$ cat src/rtl/sprite_blitter.sv
// Sprite blitter: copies an SPR_W x SPR_H sprite from a shared synchronous ROM to the frame buffer.
// Optional colour-key transparency is enabled by defining SPRITE_TRANSPARENCY_EN.
module sprite_blitter #(
    parameter int X_W         = 8,
    parameter int Y_W         = 7,
    parameter int COLOUR_W    = 9,
    parameter int SPR_W       = 16,
    parameter int SPR_H       = 16,
    parameter int NUM_SPRITES = 2,
    parameter int ROM_LAT     = 1,
    parameter logic [COLOUR_W-1:0] BG_COLOUR = 9'h1FF,
`ifdef SPRITE_TRANSPARENCY_EN
    parameter logic [COLOUR_W-1:0] TRANSPARENT_KEY = 9'h000,
`endif
    localparam int SEL_W  = (NUM_SPRITES > 1) ? $clog2(NUM_SPRITES) : 1,
    localparam int ADDR_W = $clog2(NUM_SPRITES * SPR_W * SPR_H)
) (
    input  logic                clk,
    input  logic                resetn,
    input  logic                start,
    input  logic [X_W-1:0]      x0,
    input  logic [Y_W-1:0]      y0,
    input  logic [SEL_W-1:0]    sprite_sel,
    input  logic                erase,
    output logic [ADDR_W-1:0]   rom_addr,
    input  logic [COLOUR_W-1:0] rom_data,
    output logic                busy,
    output logic                done,
    output logic                plot,
    output logic [X_W-1:0]      xout,
    output logic [Y_W-1:0]      yout,
    output logic [COLOUR_W-1:0] colour
);

    localparam int N     = SPR_W * SPR_H;
    localparam int K_W   = $clog2(N);
    localparam int COL_W = $clog2(SPR_W);
    localparam int DC_W  = $clog2(ROM_LAT + 1);

    typedef enum logic [1:0] {IDLE, FETCH, DRAIN} state_t;

    state_t            state;
    logic [K_W-1:0]    k;
    logic [DC_W-1:0]   drain_cnt;
    logic [X_W-1:0]    x0_l;
    logic [Y_W-1:0]    y0_l;
    logic [SEL_W-1:0]  sel_l;
    logic              erase_l;

    always_ff @(posedge clk) begin
        if (!resetn) begin
            state     <= IDLE;
            k         <= '0;
            drain_cnt <= '0;
            x0_l      <= '0;
            y0_l      <= '0;
            sel_l     <= '0;
            erase_l   <= 1'b0;
            rom_addr  <= '0;
            busy      <= 1'b0;
            done      <= 1'b0;
        end else begin
            done <= 1'b0;
            case (state)
                IDLE: begin
                    if (start) begin
                        state    <= FETCH;
                        busy     <= 1'b1;
                        k        <= '0;
                        x0_l     <= x0;
                        y0_l     <= y0;
                        sel_l    <= sprite_sel;
                        erase_l  <= erase;
                        rom_addr <= ADDR_W'({sprite_sel, {K_W{1'b0}}});
                    end
                end
                FETCH: begin
                    if (k == K_W'(N - 1)) begin
                        state     <= DRAIN;
                        drain_cnt <= '0;
                    end else begin
                        k        <= k + 1'b1;
                        rom_addr <= ADDR_W'({sel_l, k + 1'b1});
                    end
                end
                DRAIN: begin
                    // Wait for the ROM pipeline to deliver the last pixel
                    if (drain_cnt == DC_W'(ROM_LAT - 1)) begin
                        state <= IDLE;
                        busy  <= 1'b0;
                        done  <= 1'b1;
                    end else begin
                        drain_cnt <= drain_cnt + 1'b1;
                    end
                end
                default: state <= IDLE;
            endcase
        end
    end

    // Pixel index travels alongside the ROM read so coordinates line up with rom_data
    logic           v_sr [ROM_LAT];
    logic [K_W-1:0] k_sr [ROM_LAT];

    always_ff @(posedge clk) begin
        if (!resetn) begin
            for (int unsigned i = 0; i < ROM_LAT; i++) begin
                v_sr[i] <= 1'b0;
                k_sr[i] <= '0;
            end
        end else begin
            v_sr[0] <= (state == FETCH);
            k_sr[0] <= k;
            for (int unsigned i = 1; i < ROM_LAT; i++) begin
                v_sr[i] <= v_sr[i-1];
                k_sr[i] <= k_sr[i-1];
            end
        end
    end

    logic                slot_v;
    logic [K_W-1:0]      slot_k;
    logic [X_W-1:0]      pix_x;
    logic [Y_W-1:0]      pix_y;
    logic [COLOUR_W-1:0] pix_c;
    logic                key_hit;
    logic [X_W-1:0]      x_hold;
    logic [Y_W-1:0]      y_hold;
    logic [COLOUR_W-1:0] c_hold;

    always_comb begin
        slot_v = v_sr[ROM_LAT-1];
        slot_k = k_sr[ROM_LAT-1];
        pix_x  = x0_l + X_W'(slot_k[COL_W-1:0]);
        pix_y  = y0_l + Y_W'(slot_k[K_W-1:COL_W]);
        pix_c  = erase_l ? BG_COLOUR : rom_data;
`ifdef SPRITE_TRANSPARENCY_EN
        key_hit = !erase_l && (rom_data == TRANSPARENT_KEY);
`else
        key_hit = 1'b0;
`endif
    end

    // rom_data only becomes valid in the slot cycle, so outputs bypass the hold registers then
    always_ff @(posedge clk) begin
        if (!resetn) begin
            x_hold <= '0;
            y_hold <= '0;
            c_hold <= '0;
        end else if (slot_v) begin
            x_hold <= pix_x;
            y_hold <= pix_y;
            c_hold <= pix_c;
        end
    end

    always_comb begin
        plot   = slot_v && !key_hit;
        xout   = slot_v ? pix_x : x_hold;
        yout   = slot_v ? pix_y : y_hold;
        colour = slot_v ? pix_c : c_hold;
    end

endmodule

$ cat config.mk
export PLATFORM = sky130hd
export DESIGN_NAME = sprite_blitter
export DESIGN_NICKNAME = d
export VERILOG_FILES = /design/src/rtl/sprite_blitter.sv
export SDC_FILE = /design/constraint.sdc
export NUM_CORES = 1
export LEC_CHECK = 0
export CAP_MARGIN = 15
export CORE_ASPECT_RATIO = 0.9
export CORE_UTILIZATION = 52
export CTS_BUF_LIST = sky130_fd_sc_hd__clkbuf_8
export CTS_CLUSTER_DIAMETER = 50
export DETAILED_ROUTE_END_ITERATION = 10
export MAX_ROUTING_LAYER = met4
export PLACE_DENSITY = 0.82
export SYNTH_ARGS = -nofsm -noshare
export SYNTH_HDL_FRONTEND = slang
export SYNTH_SLANG_ARGS = --single-unit
$ cat constraint.sdc
create_clock -name clk -period 2.85 [get_ports clk]
set_input_delay 0.855 -clock clk [delete_from_list [all_inputs] [get_ports clk]]
set_output_delay 0.855 -clock clk [all_outputs]
set_load 0.02 [all_outputs]
* Word level (Yosys, flattened, before mapping)
Memory sizes are Yosys's and may differ from the RTL's. Cells that the tools add are included.
Word-level totals: RAM bits 9, memories 2, output and inout bits 36, logic and storage cells 65, register bits after elaboration 63, input bits 29
Memory list:
- k_sr | words 1, width 8, rd ports 1, clocked after memory_dff 0, write ports 1, RTL line 103 | logic [K_W-1:0] k_sr [ROM_LAT];
- v_sr | words 1, width 1, rd ports 1, clocked after memory_dff 0, write ports 1, RTL line 102 | logic v_sr [ROM_LAT];
Cells by class: equality and inequality tests 7, multiplexer cells 27, $add $sub $neg 4, reduce and logical (&&, ||, !) cells 12
Operators by type and width (count):
- $mux 9 | 4
- $mux 8 | 4
- $pmux 9 s2 | 1
- $pmux 8 s2 | 1
- $mux 1 | 10
- $reduce_and 3->1 | 3
- $add 8x1->8 const B | 1
- $add 8x4->8 | 1
- $eq 8x8->1 const B | 1
- $ne 2x2->1 const B | 4
- $reduce_or 8->1 | 1
- $add 7x4->7 | 1
- $mux 7 | 1
- $mux 2 | 3
- $pmux 2 s3 | 1
- $reduce_and 2->1 | 3
- $reduce_bool 2->1 | 3
- $pmux 1 s2 | 2
- $eq 2x1->1 const B | 1
- $eq 2x2->1 const B | 1
- $logic_not 2->1 | 1
- $add 1x1->1 const B | 1
- $reduce_or 1->1 | 1

* Longest topological paths before layout
Gate-level depths: netlist (run 1).
word-level depth 3, gate-level depth with buffers 7, mapped depth without buffers 7

* Least setup slack after synthesis (run 1)
No wires, ideal clock.
path type register to output, from reg y0_l[0], to out yout[6], cell stages (with the launch flop) 8, path slack 0.237 ns, arrival time 1.758 ns, cell sequence dfxtp_1 ha_1 inv_1 fa_1 nor2b_1 o31ai_1 xor2_1 a21oi_1
Between the ends: cells in the longest elaborated chain, start to end 2
Ends and longest elaborated chain:
- start, declared | RTL line 46 | logic [Y_W-1:0] y0_l;
- start signal, assigned | RTL line 71 | y0_l <= y0;
- $add 7x4->7 | RTL line 135 | pix_y = y0_l + Y_W'(slot_k[K_W-1:COL_W]);
- $mux 7
- end, declared | RTL line 31 | output logic [Y_W-1:0] yout,
No other way between the ends.

* Final worst setup path (run 1)
Ends and elaborated chain as after synthesis.

==> flow_summary.toml, run 1 <==
[die]
initial_core_util_pct = 54.1
floorplan.core_area_sq_um = 5260
top_level_ports = 65
die_width_um = 79.9
die-height_um = 72.1
fp.dieArea_sq_um = 5770
fp-row-count = 25

[routing]
vias = 2680
drc_errors = 0
wire_per_inst_um = 16.5
postRouteAntennaNets = 0
drt_iter0_markers = 130
vias_per_cell = 5.67
first_pass_detailed_route_iteration_total = 4
detail_route.wirelength_um = 7800

[global_route]
globalRouteOverflowTotal = 0
total_global_route_track_usage_pct = 27.2
antenna_found_initial = 0
first_global_vias = 2429
grt_first_pass_wirelength_um = 11500
grt_max_degree = 36

[sta]
skew_ps = 12.8
maxClockFrequency_mhz = 344
final_min_period_over_clock_period_pct = 102
final_max_slew_viol_count = 0
slew-limit-headroom_pct = 56.1
setup-violations-final = 4
fin_ws_ps = -53.4
min_period_ps = 2900
final-hold-violation-count = 0
worst_slew_pin_slew_ps = 656
grt_setup_unrepaired = "yes"
final.hold.worst_slack_ps = 470

[synthesis]
post_synth_most_frequent_cells = "63 x dfxtp_1, 52 x nand2_1, 27 x and2_1"
ys_top_cells_by_area = "dfxtp_1 44%, nand2_1 6.9%, and2_1 5.9%"
async_flop_share_pct = 0
synth_cell_types = 54
area_of_the_mapped_netlist_sq_um = 2840
synth_most_common_cell = "dfxtp_1"
postSynthCellCount = 318
yosysSeqAreaShare_pct = 44.4
synthesis.nets = 358
netlist.top_cell.by_area = "dfxtp_1"
avgSynthCellArea_sq_um = 8.94
synth-edff-count = 0
synth_ff_type = "dfxtp_1"
ys_warn_count = 0
synth_largest_type_area_fraction_pct = 44.4
post_synthesis_register_bit_count = 63

[placement]
buffer_ports.inserted = 64
dp_hpwl_um = 4690
placed_cells = 450
routability_congestion = 0.847

[finish]
layout.core_utilization_pct = 76.7
num_antenna_cells = 0
proportion_of_layout_cells_with_a_drive_suffix_above_1_pct = 22.4
layout.cells.non_filler = 473
syn_to_final_growth_pct = 41.8
final_nets = 441
layout.filler_cells = 364

[setup_path]
worst_path_arrival_ps = 2050
cp-startpoint = "y0_l[0]$_SDFFE_PN0P_"
cell_class_contributing_the_biggest_share_of_worst_path_delay = "adder cells"
regToRegStartpoint = "y0_l[0]$_SDFFE_PN0P_"
worstPathCellList = "ha_4 > inv_2 > fa_2 > nor2b_2 > buf_4 > o31ai_2 > xor2_1 > a21oi_1 > buf_4"
critPathMaxStageDelay_ps = 370
path_class = "reg2out"
timing.critical_path.fanout_max = 2
crit_slowest_cell = "fa_2"
critical_path.startpoint_type = "register"
required_time_of_the_critical_path_ps = 2000
worst_setup_path_end_kind = "primary output"
cp.buffers_inverters = 3
path_common_cell = "buf_4"

[clock_network]
cts.reportedPaths.clkPinSlew_ps = 80
clock_insertion_delay_worst_skew_ps = 350
h-tree-depth = 3
tritoncts_num_sinks = 63
clockRootBuffer = "clkbuf_8"
clk_path_buf_depth = 2
cts-buffers-inserted = 9
clock_tree_from_tritoncts = "yes"
cts-hold-fix-buffers = 0

[power_and_ir_drop]
cellPowerDensity_nw_per_um2 = 508
power.static_leakage_uw = 0.00168
power.ir.vdd_worst_mv = 0.369

[hold_path]
min-delay-path-class = "reg2reg"
startpoint_of_the_most_critical_hold_path = "sel_l$_SDFFE_PN0P_"

[job]
max_cap_viol = 0

[outcome]
violated_checks = "setup timing"
run_status = "finished, violations left"
[logic make-up after synthesis]
| group | synth area share (%) |
|---|---|
| buffers and inverters | 5.15 |
| AO/OA/AOI/OAI | 19.0 |
| AND/OR/NAND/NOR | 22.6 |
| flip-flops | 44.4 |
| adder cells (fa/ha/maj) | 5.37 |
| XOR/XNOR | 1.23 |
| multiplexers | 2.29 |
[cells in the final DEF (no fill, tap or decap), types with 3 or more instances in the layout]
master and count:
a211oi_1 3, nand2_1 51, nor3_1 4, buf_4 25, dfxtp_1 54, nor2b_1 6
a311oi_1 3, dfxtp_2 9, ha_4 7, or3_1 4, a21oi_1 20, o22a_1 9
a31oi_1 6, nand3_1 6, o21a_1 3, clkdlybuf4s50_1 42, buf_6 7, inv_1 14
o21ai_0 10, clkbuf_8 9, and2_1 27, dlygate4sd2_1 11, nor2_1 10
[area by class of cell]
class	instances	area [sq um]	area share, %
multi-input combinational	225	1600	39.8
clock inverter	7	81.3	2.02
tap	67	83.8	2.08
clock buffer	9	124	3.07
timing repair buffer	89	818	20.3
inverter	13	48.8	1.21
sequential	63	1270	31.6
[power by group]
part           internal, uW  switching, uW  total, uW
Combinational           136            148        284
Clock                   480            345        825
Sequential              915           23.7        939
Total                  1530            516       2050
[worst paths after layout]
| kind | endpoint | slack [ps] | cells past startpoint |
|---|---|---|---|
| worst min-delay path | sel_l$_SDFFE_PN0P_ | 470 | 2 |
| worst min register to register | sel_l$_SDFFE_PN0P_ | 470 | 2 |
| worst max register to register | y_hold[2]$_SDFF_PN0_ | 1060 | 8 |
| worst max-delay path | yout[6] | -50 | 9 |
[metal layers]
metal / vias to the layer above / GRT usage [%] / routed length [um]
met3: 23 / 9.31 / 461
met2: 101 / 43.9 / 3830
met1: 1276 / 31.8 / 3250
met4: 0 / 9.13 / 248
li1: 1280 / - / -
met5: - / - / 0
[worst register-to-register path: stages (launching register included)]
cell	delay [ps]
dfxtp_2	350
ha_4	130
inv_2	40
fa_2	370
buf_6	130
buf_6	120
xnor2_4	120
mux2_4	270
and2_1	150
[sequential cells by signal, summed over array words and instances (netlist names), 2 cells and up]
register and cells:
y0_l 7, k_sr 8, x0_l 8, state 2, rom_addr 9, c_hold 9
x_hold 8, y_hold 7
[stage by stage]
step | setup WS (ps) | power (uW) | setup TNS (ps) | cell area [sq um]
2_1_floorplan | 237 | 1100 | 0 | 2840
3_3_place_gp | -128 | 1220 | -1020 | 3620
3_5_place_dp | -149 | 1230 | -1290 | 3620
4_1_cts | -82.4 | 2030 | -184 | 3910
5_1_grt | -171 | 2110 | -544 | 4030
6_report | -53.4 | 2050 | -138 | 4030
[repair_timing]
item                       CTS  global route
setup endpoints to repair   22            12
pin swaps                   10             9
buffers inserted             3             5
gates resized for setup     76            31
(Power assumes the default switching activity.)
==> inputs of run 2 (changes only) <==
--- a/config.mk
+++ b/config.mk
@@ -5,7 +5,6 @@
 export SDC_FILE = /design/constraint.sdc
 export NUM_CORES = 1
 export LEC_CHECK = 0
-export CAP_MARGIN = 15
 export CORE_ASPECT_RATIO = 0.9
 export CORE_UTILIZATION = 52
 export CTS_BUF_LIST = sky130_fd_sc_hd__clkbuf_8
==> results of run 2 <==
No change in the layout: final DEF, timing and power equal those of run 1.
==> inputs of run 3 (changes only) <==
--- a/config.mk
+++ b/config.mk
@@ -12,6 +12,8 @@
 export DETAILED_ROUTE_END_ITERATION = 10
 export MAX_ROUTING_LAYER = met4
 export PLACE_DENSITY = 0.82
+export SKIP_CTS_REPAIR_TIMING = 1
+export SLEW_MARGIN = 25
 export SYNTH_ARGS = -nofsm -noshare
 export SYNTH_HDL_FRONTEND = slang
 export SYNTH_SLANG_ARGS = --single-unit
==> run 3 against run 2 <==
The flow still finishes with violations (setup timing). Global-route usage fell by 1.3 points. Sequential share of layout area rose by 0.26 points. Critical endpoint is now yout[5]. Sequential power about the same. Register-to-register slack improved by 30 ps. First-iteration DRC count shrank 22%. Cell count shrank 1.1%. Setup slack lost 48 ps. Clock skew fell by 3.3 ps. Fmax decreased by 1.6%.
==> flow_summary.toml, run 3 (synthesis results as in run 1) <==
[clock_network]
tritoncts_num_sinks = 63
cts.reportedPaths.clkPinSlew_ps = 70
clock_tree_from_tritoncts = "yes"
h-tree-depth = 3
cts-buffers-inserted = 9
clk_path_buf_depth = 2
clock_insertion_delay_worst_skew_ps = 340
clockRootBuffer = "clkbuf_8"

[sta]
total_negative_slack_for_setup_checks_ps = -200
min_period_ps = 2950
final.hold.worst_slack_ps = 461
final_max_slew_viol_count = 0
maxClockFrequency_mhz = 339
worst_slew_pin_slew_ps = 651
final-hold-violation-count = 0
slew-limit-headroom_pct = 56.5
skew_ps = 9.53
fin_ws_ps = -101
grt_setup_unrepaired = "yes"
setup-violations-final = 3
final_min_period_over_clock_period_pct = 104

[finish]
final_nets = 436
syn_to_final_growth_pct = 40.7
layout.cells.non_filler = 468
most-common-layout-cells = "54 x dfxtp_1, 51 x nand2_1, 42 x clkdlybuf4s50_1"
num_antenna_cells = 0
mostFrequentLayoutCell = "dfxtp_1"
reg.largest.list = "c_hold x9, rom_addr x9"
proportion_of_layout_cells_with_a_drive_suffix_above_1_pct = 20.9
layout.filler_cells = 369

[setup_path]
regToRegStartpoint = "y0_l[0]$_SDFFE_PN0P_"
r2r.worst_path.cells = 7
worst_path_arrival_ps = 2100
required_time_of_the_critical_path_ps = 2000
reg2reg_setup_slack_ps = 1090
path_class = "reg2out"
timing.critical_path.fanout_max = 2
critical_path.startpoint_type = "register"
cp-startpoint = "y0_l[0]$_SDFFE_PN0P_"
rr_endpoint = "y_hold[5]$_SDFF_PN0_"
worst_setup_path_end_kind = "primary output"

[routing]
postRouteAntennaNets = 0
detail_route.wirelength_um = 7520
wire_per_inst_um = 16.1
drt_iter0_markers = 101
vias = 2630
drc_errors = 0
vias_per_cell = 5.62
first_pass_detailed_route_iteration_total = 4

[die]
die_width_um = 79.9
die-height_um = 72.1
top_level_ports = 65
floorplan.core_area_sq_um = 5260
fp-row-count = 25
fp.dieArea_sq_um = 5770
initial_core_util_pct = 54.1

[job]
max_cap_viol = 0

[global_route]
first_global_vias = 2375
antenna_found_initial = 0
total_global_route_track_usage_pct = 25.9
globalRouteOverflowTotal = 0
grt_max_degree = 36
grt_first_pass_wirelength_um = 11000

[power_and_ir_drop]
power.static_leakage_uw = 0.00181
cellPowerDensity_nw_per_um2 = 509
power.ir.vdd_worst_mv = 0.367

[outcome]
run_status = "finished, violations left"
violated_checks = "setup timing"

[hold_path]
startpoint_of_the_most_critical_hold_path = "erase_l$_SDFFE_PN0P_"
min-delay-path-class = "reg2reg"
whs_endpoint = "erase_l$_SDFFE_PN0P_"
hold_path_depth = 2

[placement]
dp_hpwl_um = 4690
placed_cells = 450
dpl_worst_slack_ps = -149
routability_congestion = 0.847
buffer_ports.inserted = 64
## run 3: cell types whose count changed in the layout (fill, tap and decap cells not counted), moves of 2 or more
cell | previous run | this run
buf_4 | 25 | 21
dlygate4sd2_1 | 11 | 0
buf_6 | 7 | 5
dlymetal6s2s_1 | 0 | 13
## run 3: worst max-delay path by stage
stage | slack (ps) | cells after the start | to
2_1_floorplan | 240 | 7 | yout[6]
4_1_cts | -560 | 8 | xout[6]
3_3_place_gp | -130 | 7 | yout[5]
3_5_place_dp | -150 | 8 | xout[6]
6_report | -100 | 8 | yout[5]
5_1_grt | -190 | 8 | yout[5]
## run 3: layout make-up
class / instances / area (sq um) / share of cell area, %
inverter: 13 / 48.8 / 1.22
timing repair buffer: 84 / 827 / 20.7
clock inverter: 7 / 81.3 / 2.03
sequential: 63 / 1270 / 31.8
tap: 67 / 83.8 / 2.10
multi-input combinational: 225 / 1560 / 39.0
clock buffer: 9 / 124 / 3.10
## run 3: where the power goes
part / internal (uW) / switching (uW)
clock network: 480 / 334
registers: 915 / 22.1
logic: 140 / 144
total: 1530 / 500
## run 3: critical path, stage by stage, from the launching register on
cell and delay, ps:
dfxtp_2 340, ha_4 160, buf_4 130, a211oi_2 220, buf_4 150, nor2_2 40, or4b_4 500, nand3_2 80
buf_6 120
## run 3: metal layers
layer / track usage, % / vias up / wire [um]
met3: 8.93 / 21 / 430
met4: 7.94 / 0 / 231
met5: - / - / 0
met1: 31.0 / 1257 / 3160
met2: 41.1 / 83 / 3690
li1: - / 1269 / -
## run 3: metrics by stage
stage | total power (uW) | util (%) | area, sq um
after global placement | 1220 | 68.8 | 3620
after global routing | 2110 | 76.1 | 4000
after floorplan | 1100 | - | 2840
after detailed placement | 1230 | 68.8 | 3620
final | 2040 | 76.1 | 4000
after CTS | 2040 | 72.7 | 3820
